`config.mk`:
```
export PLATFORM = sky130hd
export DESIGN_NAME = pll_loop_filter_flat
export DESIGN_NICKNAME = d
export VERILOG_FILES = /design/src/rtl/pll_loop_filter_pkg.sv /design/src/rtl/pll_loop_filter_if.sv /design/src/rtl/pll_loop_filter_lock_detect.sv /design/src/rtl/pll_loop_filter.sv /design/src/flat_wrapper.sv
export SDC_FILE = /design/constraint.sdc
export NUM_CORES = 1
export LEC_CHECK = 0
export ABC_AREA = 1
export CAP_MARGIN = 20
export CORE_MARGIN = 1
export CORE_UTILIZATION = 56
export DETAILED_ROUTE_END_ITERATION = 8
export PLACE_DENSITY = 0.75
export SLEW_MARGIN = 10
export SYNTH_ARGS = -nofsm -noshare
export SYNTH_HDL_FRONTEND = slang
export SYNTH_SLANG_ARGS = --single-unit
```
`constraint.sdc`:
```
create_clock -name i_clk -period 3.24 [get_ports i_clk]
set_clock_uncertainty 0.2 [all_clocks]
set_input_delay 0.648 -clock i_clk [delete_from_list [all_inputs] [get_ports i_clk]]
set_output_delay 0.648 -clock i_clk [all_outputs]
set_load 0.02 [all_outputs]
```
`src/rtl/pll_loop_filter_pkg.sv`:
```
// Shared types and helpers for the PLL loop filter slice.
package pll_pkg;

  typedef enum logic [1:0] {
    ERR_NONE = 2'b00,
    ERR_LAG  = 2'b01,
    ERR_LEAD = 2'b11
  } err_code_t;

  typedef enum logic [1:0] {
    UNLOCKED,
    CANDIDATE,
    LOCKED,
    SUSPECT
  } lock_state_t;

  // Phase-detector code to signed contribution (+1 lag, -1 lead, 0 otherwise).
  function automatic logic signed [1:0] err_to_int(err_code_t e);
    case (e)
      ERR_LAG:  return 2'sb01;
      ERR_LEAD: return 2'sb11;
      default:  return 2'sb00;
    endcase
  endfunction

endpackage

```
`src/rtl/pll_loop_filter_if.sv`:
```
// Phase-error in / NCO step out bundle between the phase detector, loop filter and NCO.
interface pll_loop_filter_if #(
  parameter int unsigned PHASE_BITS = 32
);
  logic                  i_en;
  logic [1:0]            i_err;
  logic [PHASE_BITS-2:0] o_step;
  logic                  o_ld;
  logic                  o_locked;
  logic                  o_sat;

  modport master (
    output i_en, i_err,
    input  o_step, o_ld, o_locked, o_sat
  );

  modport slave (
    input  i_en, i_err,
    output o_step, o_ld, o_locked, o_sat
  );
endinterface

```
`src/rtl/pll_loop_filter_lock_detect.sv`:
```
// Lock detector: counts consecutive in-tolerance error windows and tracks lock with
// a one-window grace state before dropping lock.
module pll_lock_detect
  import pll_pkg::*;
#(
  parameter int unsigned SW         = 4,
  parameter int unsigned LOCK_TOL   = 1,
  parameter int unsigned LOCK_COUNT = 64
) (
  input  logic          clk,
  input  logic          rst_n,
  input  logic          win_i,
  input  logic [SW-1:0] s_abs_i,
  output logic          locked_o
);

  localparam int unsigned RW = $clog2(LOCK_COUNT + 1);

  lock_state_t   state_q, state_d;
  logic [RW-1:0] run_q, run_d;
  logic          in_tol;

  // State and run counter registers.
  always_ff @(posedge clk) begin
    if (!rst_n) begin
      state_q <= UNLOCKED;
      run_q   <= '0;
    end else begin
      state_q <= state_d;
      run_q   <= run_d;
    end
  end

  // Next-state logic, evaluated only on a window strobe.
  always_comb begin
    state_d  = state_q;
    run_d    = run_q;
    in_tol   = (32'(s_abs_i) <= LOCK_TOL);
    locked_o = (state_q == LOCKED) || (state_q == SUSPECT);
    if (win_i) begin
      case (state_q)
        UNLOCKED: begin
          if (in_tol) begin
            run_d   = RW'(1);
            state_d = (LOCK_COUNT <= 1) ? LOCKED : CANDIDATE;
          end
        end
        CANDIDATE: begin
          if (in_tol) begin
            run_d = run_q + RW'(1);
            if (run_d >= RW'(LOCK_COUNT)) state_d = LOCKED;
          end else begin
            run_d   = '0;
            state_d = UNLOCKED;
          end
        end
        LOCKED: begin
          if (!in_tol) state_d = SUSPECT;
        end
        SUSPECT: begin
          if (in_tol) begin
            state_d = LOCKED;
          end else begin
            run_d   = '0;
            state_d = UNLOCKED;
          end
        end
        default: begin
          run_d   = '0;
          state_d = UNLOCKED;
        end
      endcase
    end
  end

endmodule

```
`src/rtl/pll_loop_filter.sv`:
```
// PI loop filter for the digital PLL: decimates the phase-error code over fixed windows,
// updates a clamped integrator plus proportional term and produces the NCO phase step.
// Optional build macro PLL_LF_GEAR_SHIFT_EN lowers both gains by 4x while locked.
module pll_loop_filter
  import pll_pkg::*;
#(
  parameter int unsigned PHASE_BITS   = 32,
  parameter int unsigned NOMINAL_STEP = 2**20,
  parameter int unsigned UPDATE_DIV   = 16,
  parameter int unsigned KP_SH        = 8,
  parameter int unsigned KI_SH        = 2,
  parameter int unsigned LOCK_TOL     = 1,
  parameter int unsigned LOCK_COUNT   = 64
) (
  input  logic              i_clk,
  input  logic              i_rst_n,
  pll_loop_filter_if.slave  bus
);

  localparam int unsigned CW = (UPDATE_DIV > 2) ? $clog2(UPDATE_DIV) : 1;
  localparam int unsigned SW = $clog2(UPDATE_DIV) + 2;
  localparam int unsigned IW = PHASE_BITS + 1;
  localparam int unsigned WW = PHASE_BITS + 2;

  localparam logic signed [WW-1:0] ONE_W  = WW'(1);
  localparam logic signed [WW-1:0] NOM_W  = WW'(NOMINAL_STEP);
  localparam logic signed [WW-1:0] MAX_W  = (ONE_W <<< (PHASE_BITS - 1)) - ONE_W;
  localparam logic signed [WW-1:0] IMIN_W = ONE_W - NOM_W;
  localparam logic signed [WW-1:0] IMAX_W = MAX_W - NOM_W;

  logic [CW-1:0]            cnt_q, cnt_d;
  logic signed [SW-1:0]     sum_q, sum_d;
  logic                     win_q, win_d;
  logic signed [SW-1:0]     s_q, s_d;
  logic                     pend_q, pend_d;
  logic signed [IW-1:0]     integ_q, integ_d;
  logic signed [WW-1:0]     p_q, p_d;
  logic [PHASE_BITS-2:0]    step_q, step_d;
  logic                     ld_q, ld_d;
  logic                     sat_q, sat_d;
  logic                     init_q, init_d;

  err_code_t                code;
  logic signed [SW-1:0]     sum_new;
  logic signed [WW-1:0]     s_w, isum, ssum;
  logic [SW-1:0]            s_abs;
  logic                     locked;
  int unsigned              kp_eff, ki_eff;

  pll_lock_detect #(
    .SW         (SW),
    .LOCK_TOL   (LOCK_TOL),
    .LOCK_COUNT (LOCK_COUNT)
  ) u_lock (
    .clk      (i_clk),
    .rst_n    (i_rst_n),
    .win_i    (win_q),
    .s_abs_i  (s_abs),
    .locked_o (locked)
  );

  // Pipeline and window registers; reset drops any in-flight update.
  always_ff @(posedge i_clk) begin
    if (!i_rst_n) begin
      cnt_q   <= '0;
      sum_q   <= '0;
      win_q   <= 1'b0;
      s_q     <= '0;
      pend_q  <= 1'b0;
      integ_q <= '0;
      p_q     <= '0;
      step_q  <= (PHASE_BITS-1)'(NOMINAL_STEP);
      ld_q    <= 1'b0;
      sat_q   <= 1'b0;
      init_q  <= 1'b1;
    end else begin
      cnt_q   <= cnt_d;
      sum_q   <= sum_d;
      win_q   <= win_d;
      s_q     <= s_d;
      pend_q  <= pend_d;
      integ_q <= integ_d;
      p_q     <= p_d;
      step_q  <= step_d;
      ld_q    <= ld_d;
      sat_q   <= sat_d;
      init_q  <= init_d;
    end
  end

  // Window accumulation, PI update (window close + 1) and step output (window close + 2).
  always_comb begin
    cnt_d   = cnt_q;
    sum_d   = sum_q;
    win_d   = 1'b0;
    s_d     = s_q;
    pend_d  = win_q;
    integ_d = integ_q;
    p_d     = p_q;
    step_d  = step_q;
    sat_d   = sat_q;
    ld_d    = init_q | pend_q;
    init_d  = 1'b0;

    // The invalid code 2'b10 is folded to ERR_NONE before the enum cast.
    code    = (bus.i_err == 2'b10) ? ERR_NONE : err_code_t'(bus.i_err);
    sum_new = sum_q + SW'(err_to_int(code));

    if (bus.i_en) begin
      if (cnt_q == CW'(UPDATE_DIV - 1)) begin
        cnt_d = '0;
        sum_d = '0;
        win_d = 1'b1;
        s_d   = sum_new;
      end else begin
        cnt_d = cnt_q + CW'(1);
        sum_d = sum_new;
      end
    end

`ifdef PLL_LF_GEAR_SHIFT_EN
    kp_eff = locked ? ((KP_SH >= 2) ? KP_SH - 2 : 0) : KP_SH;
    ki_eff = locked ? ((KI_SH >= 2) ? KI_SH - 2 : 0) : KI_SH;
`else
    kp_eff = KP_SH;
    ki_eff = KI_SH;
`endif

    s_w  = WW'(s_q);
    isum = WW'(integ_q) + (s_w <<< ki_eff);
    if (win_q) begin
      if (isum < IMIN_W)      integ_d = IMIN_W[IW-1:0];
      else if (isum > IMAX_W) integ_d = IMAX_W[IW-1:0];
      else                    integ_d = isum[IW-1:0];
      p_d = s_w <<< kp_eff;
    end

    ssum = NOM_W + WW'(integ_q) + p_q;
    if (pend_q) begin
      if (ssum < ONE_W) begin
        step_d = (PHASE_BITS-1)'(1);
        sat_d  = 1'b1;
      end else if (ssum > MAX_W) begin
        step_d = MAX_W[PHASE_BITS-2:0];
        sat_d  = 1'b1;
      end else begin
        step_d = ssum[PHASE_BITS-2:0];
        sat_d  = 1'b0;
      end
    end

    s_abs = s_q[SW-1] ? SW'(-s_q) : SW'(s_q);
  end

  assign bus.o_step   = step_q;
  assign bus.o_ld     = ld_q;
  assign bus.o_sat    = sat_q;
  assign bus.o_locked = locked;

endmodule

```
`src/flat_wrapper.sv`:
```
// flat-port wrapper written by rule: the top's interface ports become plain ports
module pll_loop_filter_flat import pll_pkg::*;
#(
  parameter int unsigned PHASE_BITS   = 32,
  parameter int unsigned NOMINAL_STEP = 2**20,
  parameter int unsigned UPDATE_DIV   = 16,
  parameter int unsigned KP_SH        = 8,
  parameter int unsigned KI_SH        = 2,
  parameter int unsigned LOCK_TOL     = 1,
  parameter int unsigned LOCK_COUNT   = 64
)
  (i_clk, i_rst_n, bus_i_en, bus_i_err, bus_o_step, bus_o_ld, bus_o_locked, bus_o_sat);
  pll_loop_filter_if #(.PHASE_BITS(PHASE_BITS)) bus_i ();
  input  logic i_clk;
  input  logic i_rst_n;
  input wire logic [$bits(bus_i.i_en)-1:0] bus_i_en;
  input wire logic [$bits(bus_i.i_err)-1:0] bus_i_err;
  output wire logic [$bits(bus_i.o_step)-1:0] bus_o_step;
  output wire logic [$bits(bus_i.o_ld)-1:0] bus_o_ld;
  output wire logic [$bits(bus_i.o_locked)-1:0] bus_o_locked;
  output wire logic [$bits(bus_i.o_sat)-1:0] bus_o_sat;
  assign bus_i.i_en = bus_i_en;
  assign bus_i.i_err = bus_i_err;
  assign bus_o_step = bus_i.o_step;
  assign bus_o_ld = bus_i.o_ld;
  assign bus_o_locked = bus_i.o_locked;
  assign bus_o_sat = bus_i.o_sat;
  pll_loop_filter #(.PHASE_BITS(PHASE_BITS), .NOMINAL_STEP(NOMINAL_STEP), .UPDATE_DIV(UPDATE_DIV), .KP_SH(KP_SH), .KI_SH(KI_SH), .LOCK_TOL(LOCK_TOL), .LOCK_COUNT(LOCK_COUNT)) u_core (.i_clk(i_clk), .i_rst_n(i_rst_n), .bus(bus_i));
endmodule
```
==> results.md, run 1 <==
- Worst setup path class: register to register
- First-pass iteration count of the detailed router: 5
- Tmin final: 3.28 ns
- Total routed wirelength: 23900 µm
- Starting density of the core: 58.2%
- IO Port Bufs: 38
- CP required: 3.24 ns
- First-pass GRT wire length: 35900 µm
- Post-Synth XOR/XNOR Area: 2.43%
- Crit. End Element: register
- Max Root-Sink Buffers: 2
- Failing checks: setup timing
- Worst slew pin tran: 0.777 ns
- Cells after DPL: 1623
- Synthesized flop and latch total: 100
- Grt total ovfl: 0
- CTS tree: done
- Worst r2r src: u_core.p_q[13]
- R2R cell count: 17
- CP bufs+invs: 3
- Min-delay src: u_core.init_q
- CTS buffer count: 9
- Finished Core Util: 72.8%
- Main combinational cell family by area after synthesis: simple AND/OR/NAND/NOR gates
- Most used DFF post-synth: dfxtp_1
- Final setup viols: 8
- Vias/cell: 5.46
- CP Cell Sequence: buf_12 > ha_1 > ha_4 > a21oi_2 > o21ai_2 > a21oi_2 > nand2_2 > nand3_2 > nand2_1 > nand2_1 > nand2_1 > nor2_4 > nand4_1 > buf_6 > clkbuf_16 > nand3_2 > a21oi_2
- Die area: 0.0158 mm²
- Peak VDD IR: 0.000245 V
- Area delta synth->final: 25.0%
- Post-Layout Cell Count: 1658
- Final-stage net count: 1565
- Vias in the first global route: 7663
- Routability cong.: 0.934
- Pwr dens: 225 mW/mm²
- Hold_buf cts: 0
- Hold Path Class: register to register
- Sequential fraction of the synthesis area: 23.3%
- DR DRC count: 0
- Post-DP HPWL: 17000 µm
- Post-route ant nets: 0
- Post-Syn Area: 0.00859 mm²
- Initial antenna violation count: 0
- Number of diodes: 0
- Highest clock rate: 305 MHz
- R2r setup slk: -0.04 ns
- Seq. cell area: 0.00202 mm²
- Fin. max-slew vios: 0
- Final Hold Vio Count: 0
- Crit Path Max Fanout: 10
- Post-synth EDFFs: 0
- Largest cells by area after synthesis: dfxtp_1 (23%), nand2_1 (21%), ha_1 (13%), inv_1 (8.9%), a21oi_1 (7.3%)
- R2r endpoint: u_core.bus.o_step[24]
- Unique cell type count in the Yosys netlist: 43
- WHS Path Cells: 2
- Synth Area in Simple Gates: 36.7%
- P_leak: 5.10 nW
- Max_cap viols: 0
- Unrepaired setup endpoints after global routing: true
- Cells after Synth: 1412
- Hold path endpoint: u_core.bus.o_ld
- Top delay family on crit path: simple AND/OR/NAND/NOR gates
- H-tree depth: 3
- Adder-cell share of the synthesized area: 13.5%
- Die height: 126 µm
- Final Cycle Share: 101%
- Clock sinks: 100
- Synth warnings: 0
- Place WS: -0.128 ns
- Core area: 0.0148 mm²
- Row cnt: 44
- Slew headroom: 48.2%
- Max incr delay on CP: 0.37 ns
- Largest net degree at the start of global routing: 63
- Post-synthesis compound-gate area fraction: 13.2%
- Asr flop ratio synth: 0%
- CP Launch Type: register
- Layout cells sized above 1: 18.5%
- Register clock-pin slew on the reported worst setup and hold paths: 0.08 ns
- Post-Route Setup TNS: -0.262 ns
- PnR worst setup slack: -0.0435 ns
- WL/cell: 14.4 µm
- Syn Nets: 1508
- CP arrival: 3.29 ns
- Mux contribution to synthesized area: 0%
- Iter 0 DRT Violations: 642
- Synth area leader: dfxtp_1
- I/O pins: 39
- Synth Area per Inst: 6.08 µm²
- Multi-input logic area: 0.00647 mm²
- Fill cell count: 1211
- Slowest-stage cell, CP: dfxtp_4
- Total track usage: 27.6%
- Die Wd: 126 µm
- Skew-Pair Late Insertion Delay: 0.36 ns
- Root Driver: clkbuf_16
- Post-synth top area share: 23.3%
- Via Count: 9059
- Outcome: finished, violations left
-- placed cells by master (no fill, tap or decap), types with 20 or more instances in the layout --
master / instances
a21oi_1: 99
clkdlybuf4s50_1: 38
nor2_1: 78
o21ai_0: 37
nor2_2: 22
nand3_1: 75
ha_1: 45
dfxtp_1: 91
ha_2: 20
buf_4: 22
ha_4: 23
nand2_2: 45
inv_1: 201
nand2_1: 437
a21oi_2: 37
nand3_2: 23
-- cell type report --
cell class | instances | share of cell area (%)
Clock buffer | 9 | 2.10
Sequential cell | 100 | 18.8
Clock inverter | 7 | 0.827
Inverter | 210 | 7.34
Timing Repair Buffer | 78 | 8.55
Tap cell | 184 | 2.14
Multi-Input combinational cell | 1070 | 60.3
-- power breakdown --
part           internal (W)  total (W)  switching, W
logic             0.0000284  0.0000819     0.0000535
clock network      0.000556    0.00109      0.000539
registers           0.00124    0.00124    0.00000492
-- routing by layer --
layer / global-route usage, % / part of all wire (%) / vias up
met2: 44.6 / 47 / 249
met3: 2.97 / 5.1 / 40
met1: 39.4 / 46 / 4128
li1: - / - / 4642
met4: 6.66 / 2.0 / 0
met5: 0 / 0 / -
-- synth_stat cells, types with 9 or more instances --
cell      instances
a21oi_1         126
dfxtp_1         100
xor2_1            9
nand3_1          98
clkbuf_1         24
nand2_1         470
nor2_1           99
nand3b_1         14
nand2_2          15
ha_1             88
xnor2_1          13
nor2_2            9
o21ai_0          46
a21oi_2          11
nand4_1          15
nor3_1           20
inv_1           203
-- stage by stage --
step	hold slack, ns	power [W]	area [µm²]
finish	0.239	0.00242	10700
CTS	0.242	0.00244	9630
detailed placement	0.224	0.00135	9310
global placement	0.222	0.00135	9310
global route	0.254	0.00249	10700
floorplan	0.211	0.00133	8590
-- what timing repair did --
item | CTS | global route
gates resized for setup | 4 | 209
pin swaps | 1 | 34
cloned | 0 | 8
setup buffers | 0 | 11
setup endpoints to repair | 31 | 62
-- worst min-delay path: stages (launching register included) --
cell and delay [ns]:
dfxtp_1 0.31, nor2_1 0.03, nor2_1 0.06
-- flip-flops by register name, summed over array words and instances (netlist names), 4 cells and up, named ones only --
signal               count
u_core.u_lock.run_q      7
u_core.integ_q          33
u_core.p_q               6
u_core.cnt_q             4
u_core.bus.o_step       31
u_core.sum_q             6
u_core.s_q               6
-- cell families (layout without fill, tap and decap cells) --
logic type | Yosys count | after routing
buf+inv | 242 | 304
xor+xnor | 23 | 23
fa+ha+maj | 91 | 91
simple gates | 751 | 751
compound gates | 205 | 205
flops | 100 | 100
-- worst max path at each step --
stage | start | end | cells past startpoint | slack, ns
5_1_grt | u_core.s_q[5] | u_core.integ_q[12] | 20 | -0.16
3_5_place_dp | u_core.integ_q[9] | u_core.bus.o_step[22] | 18 | -0.13
2_1_floorplan | u_core.p_q[13] | u_core.bus.o_step[29] | 18 | 0.04
4_1_cts | u_core.integ_q[9] | u_core.bus.o_step[22] | 18 | 0.01
6_report | u_core.p_q[13] | u_core.bus.o_step[24] | 17 | -0.04
3_3_place_gp | u_core.p_q[9] | u_core.bus.o_step[3] | 18 | -0.09
No activity file was read; power rests on OpenSTA's default activity.
==> run 2: changes to the inputs <==
--- a/config.mk
+++ b/config.mk
@@ -8,10 +8,12 @@
 export ABC_AREA = 1
 export CAP_MARGIN = 20
 export CORE_MARGIN = 1
-export CORE_UTILIZATION = 56
+export CORE_UTILIZATION = 59
 export DETAILED_ROUTE_END_ITERATION = 8
+export DONT_BUFFER_PORTS = 1
 export PLACE_DENSITY = 0.75
 export SLEW_MARGIN = 10
 export SYNTH_ARGS = -nofsm -noshare
 export SYNTH_HDL_FRONTEND = slang
 export SYNTH_SLANG_ARGS = --single-unit
+export TNS_END_PERCENT = 50
==> results.md, run 2 (synthesis gave the netlist of run 1 again) <==
- Outcome: finished, final reports clean (was finished, violations left)
- Hold Path Class: input port to register (was register to register)
- Initial antenna violation count: 0 (unchanged)
- Place WS: 0.0216 ns (was -0.128 ns)
- Skew-Pair Late Insertion Delay: 0.37 ns (was 0.36 ns)
- CP required: 3.34 ns (was 3.24 ns)
- First-pass iteration count of the detailed router: 6 (was 5)
- Vias/cell: 5.60 (was 5.46)
- IO Port Bufs: 0 (was 38)
- Commonest cells after routing, fill and taps aside: nand2_1 (403), inv_1 (193), a21oi_1 (98) (was nand2_1 (437), inv_1 (201), a21oi_1 (99))
- Area delta synth->final: 26.0% (was 25.0%)
- Met3 GRT Util: 4.09% (was 2.97%)
- Post-DP HPWL: 17200 µm (was 17000 µm)
- Post-Route Setup TNS: 0 ns (was -0.262 ns)
- Number of diodes: 0 (unchanged)
- Core area: 0.0140 mm² (was 0.0148 mm²)
- Routability cong.: 0.950 (was 0.934)
- Via Count: 9163 (was 9059)
- Highest clock rate: 310 MHz (was 305 MHz)
- Finished Core Util: 77.1% (was 72.8%)
- Final Hold Vio Count: 0 (unchanged)
- Peak VDD IR: 0.000247 V (was 0.000245 V)
- Clock sinks: 100 (unchanged)
- Final Cycle Share: 99.4% (was 101%)
- WHS Path Cells: 2 (unchanged)
- Final-stage net count: 1548 (was 1565)
- CP Launch Type: register (unchanged)
- Tmin final: 3.22 ns (was 3.28 ns)
- Vias in the first global route: 7461 (was 7663)
- Final setup viols: 0 (was 8)
- Worst slew pin tran: 0.438 ns (was 0.777 ns)
- WL/cell: 15.5 µm (was 14.4 µm)
- CTS tree: done (unchanged)
- Iter 0 DRT Violations: 704 (was 642)
- Root Driver: clkbuf_16 (unchanged)
- Post-route ant nets: 0 (unchanged)
- First-pass GRT wire length: 35100 µm (was 35900 µm)
- Max_cap viols: 0 (unchanged)
- Pwr dens: 227 mW/mm² (was 225 mW/mm²)
- Largest net degree at the start of global routing: 35 (was 63)
- I/O pins: 39 (unchanged)
- Layout cells sized above 1: 23.0% (was 18.5%)
- Most common cell after layout, fill and taps aside: nand2_1 (unchanged)
- Crit. End Element: register (unchanged)
- Die Wd: 123 µm (was 126 µm)
- Grt total ovfl: 0 (unchanged)
- Grt peak-use layer: met2 (unchanged)
- GRT met1 Usage: 41.3% (was 39.4%)
- P_leak: 5.29 nW (was 5.10 nW)
- Row cnt: 43 (was 44)
- Die area: 0.0150 mm² (was 0.0158 mm²)
- Total power: 0.00246 W (was 0.00242 W)
- Total track usage: 29.4% (was 27.6%)
- Fin. max-slew vios: 0 (unchanged)
- Crit Path Max Fanout: 6 (was 10)
- CTS buffer count: 9 (unchanged)
- Register clock-pin slew on the reported worst setup and hold paths: 0.08 ns (about the same)
- Max Root-Sink Buffers: 2 (unchanged)
- PnR worst setup slack: 0.0178 ns (was -0.0435 ns)
- Most flop-heavy register: u_core.integ_q (unchanged)
- Worst setup path class: register to register (unchanged)
- Unrepaired setup endpoints after global routing: true (unchanged)
- R2R cell count: 19 (was 17)
- Total routed wirelength: 25500 µm (was 23900 µm)
- Max FFs per register: 33 (unchanged)
- Slew headroom: 70.6% (was 48.2%)
- Met2 GRT Util: 47.0% (was 44.6%)
- Starting density of the core: 61.2% (was 58.2%)
- DR DRC count: 0 (unchanged)
- Die height: 123 µm (was 126 µm)
- H-tree depth: 3 (unchanged)
- CP arrival: 3.32 ns (was 3.29 ns)
run 2: power breakdown:
| group | switching, W | leakage (nW) | internal [W] |
|---|---|---|---|
| clock network | 0.000588 | 0.153 | 0.000561 |
| logic | 0.0000454 | 4.32 | 0.0000226 |
| registers | 0.00000596 | 0.813 | 0.00124 |
run 2: per-stage QoR:
stage                     hold WS, ns  cell area, µm²  std cells
final                           0.196           10800       1637
after global placement          0.215            8940       1585
after CTS                       0.194            9250       1601
after global routing            0.199           10800       1637
after floorplan                 0.211            8590       1412
after detailed placement        0.223            8940       1585
run 2: final cells by class:
type	count	area [µm²]
clock buffers	9	225
clock inverters	7	88.8
fillers	1060	3220
inverters	210	788
multi-input cells	1070	6800
flip-flops and latches	100	2020
well taps	180	225
repair buffers	61	678
run 2: what timing repair did:
item / 4_1_cts / 5_1_grt
setup endpoints to repair: 1 / 63
setup buffers: 0 / 26
gates resized for setup: 1 / 282
cloned: 0 / 10
hold buffers: 0 / 0
pin swaps: 0 / 74
run 2: critical path: stages (launching register included):
cell	delay, ns
dfxtp_4	0.40
clkbuf_16	0.20
ha_4	0.31
nand2_2	0.11
nor2_4	0.16
inv_2	0.09
nor2_4	0.10
nand3b_1	0.14
nand3_1	0.12
nand2_1	0.06
nand2_1	0.09
nand2_1	0.08
nor2_2	0.10
nand2_2	0.09
nor2_2	0.13
nand2_2	0.08
a21oi_4	0.31
clkbuf_16	0.22
nand2_2	0.05
a21oi_2	0.12
run 2: layer usage:
| metal | part of all wire [%] | wire, µm |
|---|---|---|
| met5 | 0 | 0 |
| met4 | 3.0 | 773 |
| met3 | 6.1 | 1550 |
| met2 | 47 | 12000 |
| met1 | 44 | 11200 |
run 2: path summary, 6_finish.rpt:
kind                               startpoint                       end  slack, ns
worst min-delay path                  i_rst_n  u_core.u_lock.state_q[0]       0.20
worst max register to register  u_core.s_q[5]        u_core.integ_q[18]       0.02
worst min register to register  u_core.init_q           u_core.bus.o_ld       0.24
worst max-delay path            u_core.s_q[5]        u_core.integ_q[18]       0.02
==> run 3: changes to the inputs <==
--- a/config.mk
+++ b/config.mk
@@ -12,7 +12,6 @@
 export DETAILED_ROUTE_END_ITERATION = 8
 export DONT_BUFFER_PORTS = 1
 export PLACE_DENSITY = 0.75
-export SLEW_MARGIN = 10
 export SYNTH_ARGS = -nofsm -noshare
 export SYNTH_HDL_FRONTEND = slang
 export SYNTH_SLANG_ARGS = --single-unit
==> results of run 3 <==
Same layout as run 2: the final DEF is identical, and so are final timing and power.
